$ cat config.mk
export PLATFORM = sky130hd
export DESIGN_NAME = eae_sequencer
export DESIGN_NICKNAME = d
export VERILOG_FILES = /design/src/rtl/eae_sequencer_pkg.sv /design/src/rtl/eae_sequencer_shifter.sv /design/src/rtl/eae_sequencer.sv
export SDC_FILE = /design/constraint.sdc
export NUM_CORES = 1
export LEC_CHECK = 0
export ABC_CLOCK_PERIOD_IN_PS = 4600
export CELL_PAD_IN_SITES_DETAIL_PLACEMENT = 1
export CELL_PAD_IN_SITES_GLOBAL_PLACEMENT = 2
export CORE_ASPECT_RATIO = 1.75
export CORE_UTILIZATION = 30
export DETAILED_ROUTE_END_ITERATION = 16
export DONT_BUFFER_PORTS = 1
export PLACE_DENSITY = 0.67
export SETUP_SLACK_MARGIN = 0.2
export SYNTH_ARGS = -nofsm -noshare
export SYNTH_HDL_FRONTEND = slang
export SYNTH_SLANG_ARGS = --single-unit
$ cat constraint.sdc
create_clock -name clock -period 4.6 [get_ports clock]
set_input_delay 1.15 -clock clock [delete_from_list [all_inputs] [get_ports clock]]
set_output_delay 1.15 -clock clock [all_outputs]
set_load 0.005 [all_outputs]
$ cat src/rtl/eae_sequencer_pkg.sv
// ============================================================================
//  Module      : eae_sequencer_pkg
//  Description : Shared types and constants for the EAE operation sequencer.
//  Revision    : 1.0 - initial release
// ============================================================================
`default_nettype none

package eae_sequencer_pkg;

    localparam int WORD_W = 12;

    typedef enum logic [2:0] {
        NOP = 3'd0,
        MUY = 3'd1,
        DVI = 3'd2,
        SHL = 3'd3,
        ASR = 3'd4,
        LSR = 3'd5
    } eae_op_t;

    typedef enum logic [2:0] {
        IDLE    = 3'd0,
        START   = 3'd1,
        WAIT    = 3'd2,
        CAPTURE = 3'd3,
        SHIFT   = 3'd4,
        DONE    = 3'd5
    } eae_state_t;

endpackage

`default_nettype wire

$ cat src/rtl/eae_sequencer_shifter.sv
// ============================================================================
//  Module      : eae_shifter
//  Description : 25-bit {L,AC,MQ} register with load, one-bit-per-cycle shift
//                and shift-count down-counter.
//  Revision    : 1.0 - initial release
// ============================================================================
`default_nettype none

module eae_shifter
    import eae_sequencer_pkg::*;
#(
    parameter int CNT_W = 5
) (
    input  logic                clock,
    input  logic                resetN,
    input  logic                i_load,
    input  logic [2*WORD_W:0]   i_load_data,
    input  logic [CNT_W:0]      i_load_cnt,
    input  logic                i_shift_en,
    input  eae_op_t             i_shift_op,
    output logic [2*WORD_W:0]   o_data,
    output logic                o_last
);

    logic [2*WORD_W:0] r_data;
    logic [CNT_W:0]    r_cnt;
    logic [2*WORD_W:0] w_shifted;

    always_comb begin
        w_shifted = r_data;
        case (i_shift_op)
            SHL:     w_shifted = {r_data[2*WORD_W-1:0], 1'b0};
            // L was already set to the sign at load; it stays put while shifting
            ASR:     w_shifted = {r_data[2*WORD_W], r_data[2*WORD_W-1], r_data[2*WORD_W-1:1]};
            LSR:     w_shifted = {2'b00, r_data[2*WORD_W-1:1]};
            default: w_shifted = r_data;
        endcase
    end

    always_ff @(posedge clock) begin
        if (!resetN) begin
            r_data <= '0;
            r_cnt  <= '0;
        end else if (i_load) begin
            r_data <= i_load_data;
            r_cnt  <= i_load_cnt;
        end else if (i_shift_en && (r_cnt != '0)) begin
            r_data <= w_shifted;
            r_cnt  <= r_cnt - (CNT_W+1)'(1);
        end
    end

    assign o_data = r_data;
    assign o_last = (r_cnt == (CNT_W+1)'(1));

endmodule

`default_nettype wire

$ cat src/rtl/eae_sequencer.sv
// ============================================================================
//  Module      : eae_sequencer
//  Description : CPU-side master sequencing one EAE op (MUY/DVI via the EAE
//                unit, shifts locally) and returning AC/MQ/L with a done pulse.
//  Revision    : 1.0 - initial release
// ============================================================================
`default_nettype none

module eae_sequencer
    import eae_sequencer_pkg::*;
#(
    parameter int MAX_WAIT = 64,
    parameter int CNT_W    = 5
) (
    input  logic              clock,
    input  logic              resetN,
    input  logic              op_valid,
    input  logic [2:0]        op_code,
    input  logic [WORD_W-1:0] operand,
    input  logic [WORD_W-1:0] ac_in,
    input  logic [WORD_W-1:0] mq_in,
    input  logic              link_in,
    output logic              op_ready,
    output logic              eae_start,
    output logic [WORD_W-1:0] eae_ac,
    output logic [WORD_W-1:0] eae_mq,
    output logic [WORD_W-1:0] eae_mb,
    input  logic              eae_fin,
    input  logic [WORD_W-1:0] ac_mul,
    input  logic [WORD_W-1:0] mq_mul,
    input  logic [WORD_W-1:0] ac_dvi,
    input  logic [WORD_W-1:0] mq_dvi,
    input  logic              link_dvi,
    output logic [WORD_W-1:0] ac_out,
    output logic [WORD_W-1:0] mq_out,
    output logic              link_out,
    output logic              done,
    output logic              timeout_err
);

    localparam int WAIT_W = $clog2(MAX_WAIT + 1);

    eae_state_t        r_state;
    eae_state_t        w_next;
    eae_op_t           r_op;
    eae_op_t           w_req_op;
    logic [WAIT_W-1:0] r_wait;
    logic              r_timeout;
    logic [WORD_W-1:0] r_eae_ac;
    logic [WORD_W-1:0] r_eae_mq;
    logic [WORD_W-1:0] r_eae_mb;

    logic              w_accept;
    logic              w_wait_expired;
    logic              w_load;
    logic              w_link_init;
    logic [2*WORD_W:0] w_load_data;
    logic [CNT_W:0]    w_load_cnt;
    logic [2*WORD_W:0] w_sh_data;
    logic              w_sh_last;

    assign w_req_op       = eae_op_t'(op_code);
    assign w_accept       = (r_state == IDLE) && op_valid;
    assign w_wait_expired = (r_wait == WAIT_W'(MAX_WAIT - 1));

    always_comb begin
        w_next = r_state;
        case (r_state)
            IDLE: begin
                if (op_valid) begin
                    case (w_req_op)
                        MUY, DVI:      w_next = START;
                        SHL, ASR, LSR: w_next = SHIFT;
                        default:       w_next = DONE;
                    endcase
                end
            end
            START: w_next = WAIT;
            WAIT: begin
                if (eae_fin)             w_next = CAPTURE;
                else if (w_wait_expired) w_next = DONE;
            end
            CAPTURE: w_next = DONE;
            SHIFT:   if (w_sh_last) w_next = DONE;
            DONE:    w_next = IDLE;
            default: w_next = IDLE;
        endcase
    end

    always_ff @(posedge clock) begin
        if (!resetN) begin
            r_state   <= IDLE;
            r_op      <= NOP;
            r_wait    <= '0;
            r_timeout <= 1'b0;
            r_eae_ac  <= '0;
            r_eae_mq  <= '0;
            r_eae_mb  <= '0;
        end else begin
            r_state <= w_next;
            if (w_accept) begin
                r_op      <= w_req_op;
                r_timeout <= 1'b0;
                r_eae_ac  <= ac_in;
                r_eae_mq  <= mq_in;
                r_eae_mb  <= operand;
            end
            if (r_state == START) begin
                r_wait <= '0;
            end else if (r_state == WAIT) begin
                r_wait <= r_wait + WAIT_W'(1);
                if (!eae_fin && w_wait_expired) r_timeout <= 1'b1;
            end
        end
    end

    // The shifter register doubles as the result register for every op type
    always_comb begin
        w_link_init = link_in;
        if (w_req_op == ASR)      w_link_init = ac_in[WORD_W-1];
        else if (w_req_op == LSR) w_link_init = 1'b0;
    end

    assign w_load = w_accept || (r_state == CAPTURE);

    always_comb begin
        w_load_data = {w_link_init, ac_in, mq_in};
        w_load_cnt  = (CNT_W+1)'(operand[CNT_W-1:0]) + (CNT_W+1)'(1);
        if (r_state == CAPTURE) begin
            w_load_cnt = '0;
            if (r_op == DVI) w_load_data = {link_dvi, ac_dvi, mq_dvi};
            else             w_load_data = {1'b0, ac_mul, mq_mul};
        end
    end

    eae_shifter #(
        .CNT_W (CNT_W)
    ) u_shifter (
        .clock       (clock),
        .resetN      (resetN),
        .i_load      (w_load),
        .i_load_data (w_load_data),
        .i_load_cnt  (w_load_cnt),
        .i_shift_en  (r_state == SHIFT),
        .i_shift_op  (r_op),
        .o_data      (w_sh_data),
        .o_last      (w_sh_last)
    );

    assign op_ready    = (r_state == IDLE);
    assign eae_start   = (r_state == START);
    assign done        = (r_state == DONE);
    assign timeout_err = (r_state == DONE) && r_timeout;
    assign eae_ac      = r_eae_ac;
    assign eae_mq      = r_eae_mq;
    assign eae_mb      = r_eae_mb;
    assign link_out    = w_sh_data[2*WORD_W];
    assign ac_out      = w_sh_data[2*WORD_W-1:WORD_W];
    assign mq_out      = w_sh_data[WORD_W-1:0];

endmodule

`default_nettype wire

; Yosys cells after proc, flatten, opt, wreduce, memory -nomap -nowiden
; Index checks and enable logic that the tools add are counted.
[op_classes]
mul = 0
magnitude_cmp = 0
n_reduce_logical = 17
shifts = 0
n_div = 0
add_sub_neg = 3
n_eq_ne = 20
n_bitwise = 1
n_mux = 20
[ops]
columns = cell, count
row1 = $mux W25, 4
row2 = $pmux W25 S3, 1
row3 = $eq A3 B2 Y1 const B, 6
row4 = $eq A3 B3 Y1 const B, 6
row5 = $mux W6, 3
row6 = $pmux W3 S5, 1
row7 = $mux W3, 4
row8 = $add A7 B1 Y7 const B, 1
row9 = $eq A7 B6 Y1 const B, 1
row10 = $add A5 B1 Y6 const B, 1
row11 = $eq A3 B1 Y1 const B, 2
row12 = $eq A6 B1 Y1 const B, 1
row13 = $mux W1, 6
row14 = $pmux W3 S2, 1
row15 = $reduce_and A3 Y1, 2
row16 = $reduce_bool A6 Y1, 1
row17 = $sub A6 B1 Y6 const B, 1
row18 = $logic_and A1 B1 Y1, 4
row19 = $ne A2 B2 Y1 const B, 2
row20 = $reduce_bool A4 Y1, 1
row21 = $reduce_or A2 Y1, 2
row22 = $logic_not A3 Y1, 1
row23 = $ne A3 B3 Y1 const B, 1
row24 = $reduce_bool A3 Y1, 1
row25 = 7 further kinds, 7
[word_totals]
register_bits = 81
latch_bits = 0
mem_count = 0
wordCells = 71
output_inout_bits = 65
mem_bits_ro = 0
ram_bits = 0

; Logic depth before layout (Yosys ltp)
[logic_depth]
ltp_word = 6
mapped_depth = 8
depth_no_buf = 5

; Hierarchy
; From an unflattened synthesis, not the netlist that was laid out.
[unflattened]
cells_unflattened = 541
area_unflattened_um2 = 4505.6
[modules_own_cells]
columns = mod, seq_area_each_um2, cells_each, n_inst, area_per_inst_um2
row1 = eae_sequencer, 1001.0, 344, 1, 2662.6
row2 = eae_shifter, 620.6, 197, 1, 1843.0

; Worst setup path before layout
; Ideal clock, no wire load.
[synth_path]
path_type = input to register
startpoint = in op_valid
endpoint = reg u_shifter.r_data[24] (netlist: u_shifter.o_data[24])
stages = 6
setup_slack_ns = 2.083
arrival_time_ns = 2.384
path_buffers = 2
path_cell_list = or4b_1 buf_2 and3_1 buf_6 a222oi_1 a211oi_1
[synth_via]
elab_chain_len = 4
[synth_lines]
columns = element, line_no
row1 = from (decl), eae_sequencer.sv:17  ; input logic op_valid,
row2 = $logic_and A1 B1 Y1 (*), eae_sequencer.sv:63  ; assign w_accept = (r_state == IDLE) && op_valid;
row3 = $logic_or A1 B1 Y1 (*), eae_sequencer.sv:124  ; assign w_load = w_accept || (r_state == CAPTURE);
row4 = $ne A2 B1 Y1 (no line) (tied with other cells), --
row5 = $reduce_and A3 Y1 (no line), --
row6 = to (signal assigned), eae_sequencer_shifter.sv:45  ; r_data <= i_load_data;
row7 = to (signal assigned), eae_sequencer_shifter.sv:48  ; r_data <= w_shifted;
row8 = to (decl), eae_sequencer_shifter.sv:25  ; logic [2*WORD_W:0] r_data;
; Mark *: on every way between the ends. The rest lies on a longest branch, timed or not.
; A chain may end at the register's enable or synchronous reset.

; Final worst setup path
[layout_path]
startpoint = in op_valid
endpoint = reg u_shifter.r_data[6] (netlist: u_shifter.o_data[6])
[layout_via]
elab_chain_len = 4
[layout_lines]
columns = element, line_no
row1 = $logic_and A1 B1 Y1 (*), eae_sequencer.sv:63
row2 = $logic_or A1 B1 Y1 (*), eae_sequencer.sv:124
row3 = $reduce_bool A4 Y1 (no line) or $reduce_bool A2 Y1 (tied branches), --
row4 = $reduce_and A2 Y1 (no line), --
; Marked as above.

==> flow_summary.json <==
{
  "ys_seq_area_frac": 0.4024,
  "drt_iter0_drc": 154,
  "rsz0062_at_grt": "no",
  "cp_num_buf_inv": 2,
  "cp-start-kind": "input port",
  "ctsHoldBuffers": 0,
  "drtPass1Iterations": 5,
  "synth_flop_cell": "dfxtp_1",
  "clock-root-buffer": "clkbuf_16",
  "antenna_left": 0,
  "drv_cap": 0,
  "fillers": 1524,
  "layout-drive-gt1-share": 0.07097,
  "clk_pin_slew_worst_paths_ps": 60,
  "fin_worst_skew_ps": 6.372,
  "path_cells": "or4b_1, nand2_1, buf_4, or2_0, buf_4, a31oi_1",
  "critPathArrivalTime_ps": 3090,
  "synth_edf_count": 0,
  "cp_slowest_cell": "or4b_1",
  "synth.distinct_cells": 52,
  "grt_pass1_vias": 3959,
  "min_period_ps": 2891,
  "portBuffers": 0,
  "htree_num_levels": 3,
  "gr-total-overflow": 0,
  "worst_setup_path_end_kind": "flop",
  "dieArea_um2": 13920,
  "p_leak_uw": 0.001534,
  "grtUsageTotal": 0.2138,
  "diodes": 0,
  "rrSetupSlack_ps": 1900,
  "ir_drop_v": 0.0001922,
  "cts_max_path_buffers": 2,
  "timing.hold.ws_ps": 476.2,
  "finalSetupViolCount": 0,
  "rows": 55,
  "netlist_instances": 484,
  "fmax_ghz": 0.3458,
  "antenna_found_initial": 0,
  "fp.dieW_um": 89.62,
  "wire_per_inst_um": 22.91,
  "hold_viol_final": 0,
  "crit_type": "input port to flop",
  "cp.required_ps": 4800,
  "cts_tree": "built",
  "async_flop_share": 0,
  "outcome": "finished clean",
  "vias": 3781,
  "fin_nets": 560,
  "maxSlewHeadroom": 0.3234,
  "path_delay_family": "simple AND/OR/NAND/NOR gates",
  "wl_um": 14570,
  "post-route-period-util": 0.6286,
  "via_per_inst": 5.945,
  "core_region_area_um2": 13010,
  "netlist_area_um2": 4030,
  "syn_nets": 582,
  "p_per_area_nw_per_um2": 618.6,
  "cts.sinks": 81,
  "grt_max_degree": 42,
  "syn_area_per_cell_um2": 8.327,
  "initial_core_util": 0.3099,
  "worst_pin_slew_ps": 1011,
  "die_h_um": 155.3,
  "drv_slew": 0,
  "cp_common_cell": "buf_4",
  "grt_pass1_wl_um": 21950,
  "boundaryPins": 158,
  "postCtsResizedCells": 0,
  "numCtsBuffers": 9,
  "crit_path_max_incr_delay_ps": 650,
  "worstPathMaxFanout": 23,
  "clkLatencyLatePin_ps": 340,
  "hpwl_um": 10840,
  "ys_ff_latch": 81,
  "tns_ps": 0,
  "hold_class": "flop to flop",
  "synth_warnings": 0,
  "gp_congestion": 0.8653,
  "area_growth_pct": 9.562,
  "drc": 0,
  "cts_setup_buffers": 0
}
-- cell families after synthesis --
family / Yosys count / share of synthesized area
fa+ha+maj: 5 / 0.01552
xor+xnor: 12 / 0.02608
buf+inv: 50 / 0.05651
simple gates: 147 / 0.1729
mux: 3 / 0.008072
flops: 81 / 0.4024
compound gates: 186 / 0.3185
-- path summary, 6_finish.rpt --
check	cells after the start	endpoint	from
worst max-delay path	6	u_shifter.o_data[6]	op_valid
worst min-delay path	2	eae_mb[9]	eae_mb[9]
worst max register to register	6	u_shifter.o_data[6]	r_state[2]
worst min register to register	2	eae_mb[9]	eae_mb[9]
-- worst reg2reg max path, delay by kind of cell (launching register included) --
| kind | cells | cell delay, ps |
|---|---|---|
| AND/OR/NAND/NOR | 3 | 1340 |
| buffers and inverters | 2 | 600 |
| flip-flops | 1 | 500 |
| AO/OA/AOI/OAI | 1 | 130 |
-- layer usage --
layer / routed length, µm / vias up / global-route usage
met5: 0 / - / 0
met4: 524 / 0 / 0.09977
li1: - / 1764 / -
met3: 1073 / 24 / 0.07109
met1: 5215 / 1849 / 0.2216
met2: 7756 / 144 / 0.3763
-- synth_stat cells (all sizes together), types with 2 or more instances --
master | n | share of area
and2 | 2 | 0.0031
or3 | 2 | 0.0031
nand3b | 4 | 0.0075
and3b | 2 | 0.0043
mux2 | 2 | 0.0056
nor4 | 3 | 0.0084
a211oi | 6 | 0.011
a21boi | 3 | 0.0056
ha | 5 | 0.016
o21ai | 2 | 0.0025
a32oi | 3 | 0.0065
a21oi | 65 | 0.082
nand3 | 7 | 0.0087
nor2 | 17 | 0.016
nor3 | 4 | 0.0050
xor2 | 8 | 0.017
a222oi | 6 | 0.015
or3b | 2 | 0.0043
buf | 22 | 0.030
o31ai | 24 | 0.045
and3 | 4 | 0.0062
nand4 | 3 | 0.0047
nand2 | 86 | 0.080
dfxtp | 81 | 0.40
a21o | 3 | 0.0056
clkbuf | 21 | 0.020
inv | 7 | 0.0065
nand2b | 6 | 0.0093
a31oi | 24 | 0.037
a22oi | 23 | 0.043
a32o | 18 | 0.045
xnor2 | 4 | 0.0087
-- power breakdown --
part           total [µW]  switching (µW)  internal, µW
registers            1110             235           876
logic                 905             558           347
clock network         715             288           427
total                2730            1080          1650
-- cells in the final DEF (no fill, tap or decap), drive strengths merged, types with 4 or more instances in the layout --
cell type / instances
nand2: 86
dfxtp: 81
a21oi: 65
o31ai: 24
a31oi: 24
a22oi: 23
a32o: 18
nor2: 17
buf: 10
clkbuf: 10
xor2: 8
inv: 7
nand3: 7
nand2b: 6
a211oi: 6
a222oi: 6
ha: 5
xnor2: 4
nand3b: 4
and3: 4
nor3: 4
-- final cells by class --
cell class	instances	area, µm²	area share
multi-input combinational	353	2195	0.4970
sequential	81	1622	0.3672
clock buffer	10	239.0	0.05412
tap	171	214.0	0.04846
timing repair buffer	10	75.07	0.01700
clock inverter	4	45.04	0.01020
inverter	7	26.28	0.005951
-- registers in the layout, summed over array words and instances (netlist names) --
| register | count |
|---|---|
| r_wait | 7 |
| r_op | 3 |
| u_shifter.o_data | 25 |
| eae_ac | 12 |
| r_timeout | 1 |
| eae_mq | 12 |
| u_shifter.r_cnt | 6 |
| eae_mb | 12 |
| r_state | 3 |
-- per-stage QoR --
step | instance area [µm²] | cells | power, µW | utilization | setup WS (ps)
6_report | 4415 | 636 | 2731 | 0.3395 | 1709
5_1_grt | 4415 | 636 | 2914 | 0.3395 | 1588
4_1_cts | 4415 | 636 | 2767 | 0.3395 | 1714
3_5_place_dp | 4131 | 622 | 2043 | 0.3177 | 1380
3_3_place_gp | 4131 | 622 | 2022 | 0.3177 | 1425
2_1_floorplan | 4030 | 484 | 1776 | - | 2083
Note: power is estimated with default switching activity, not from simulation.
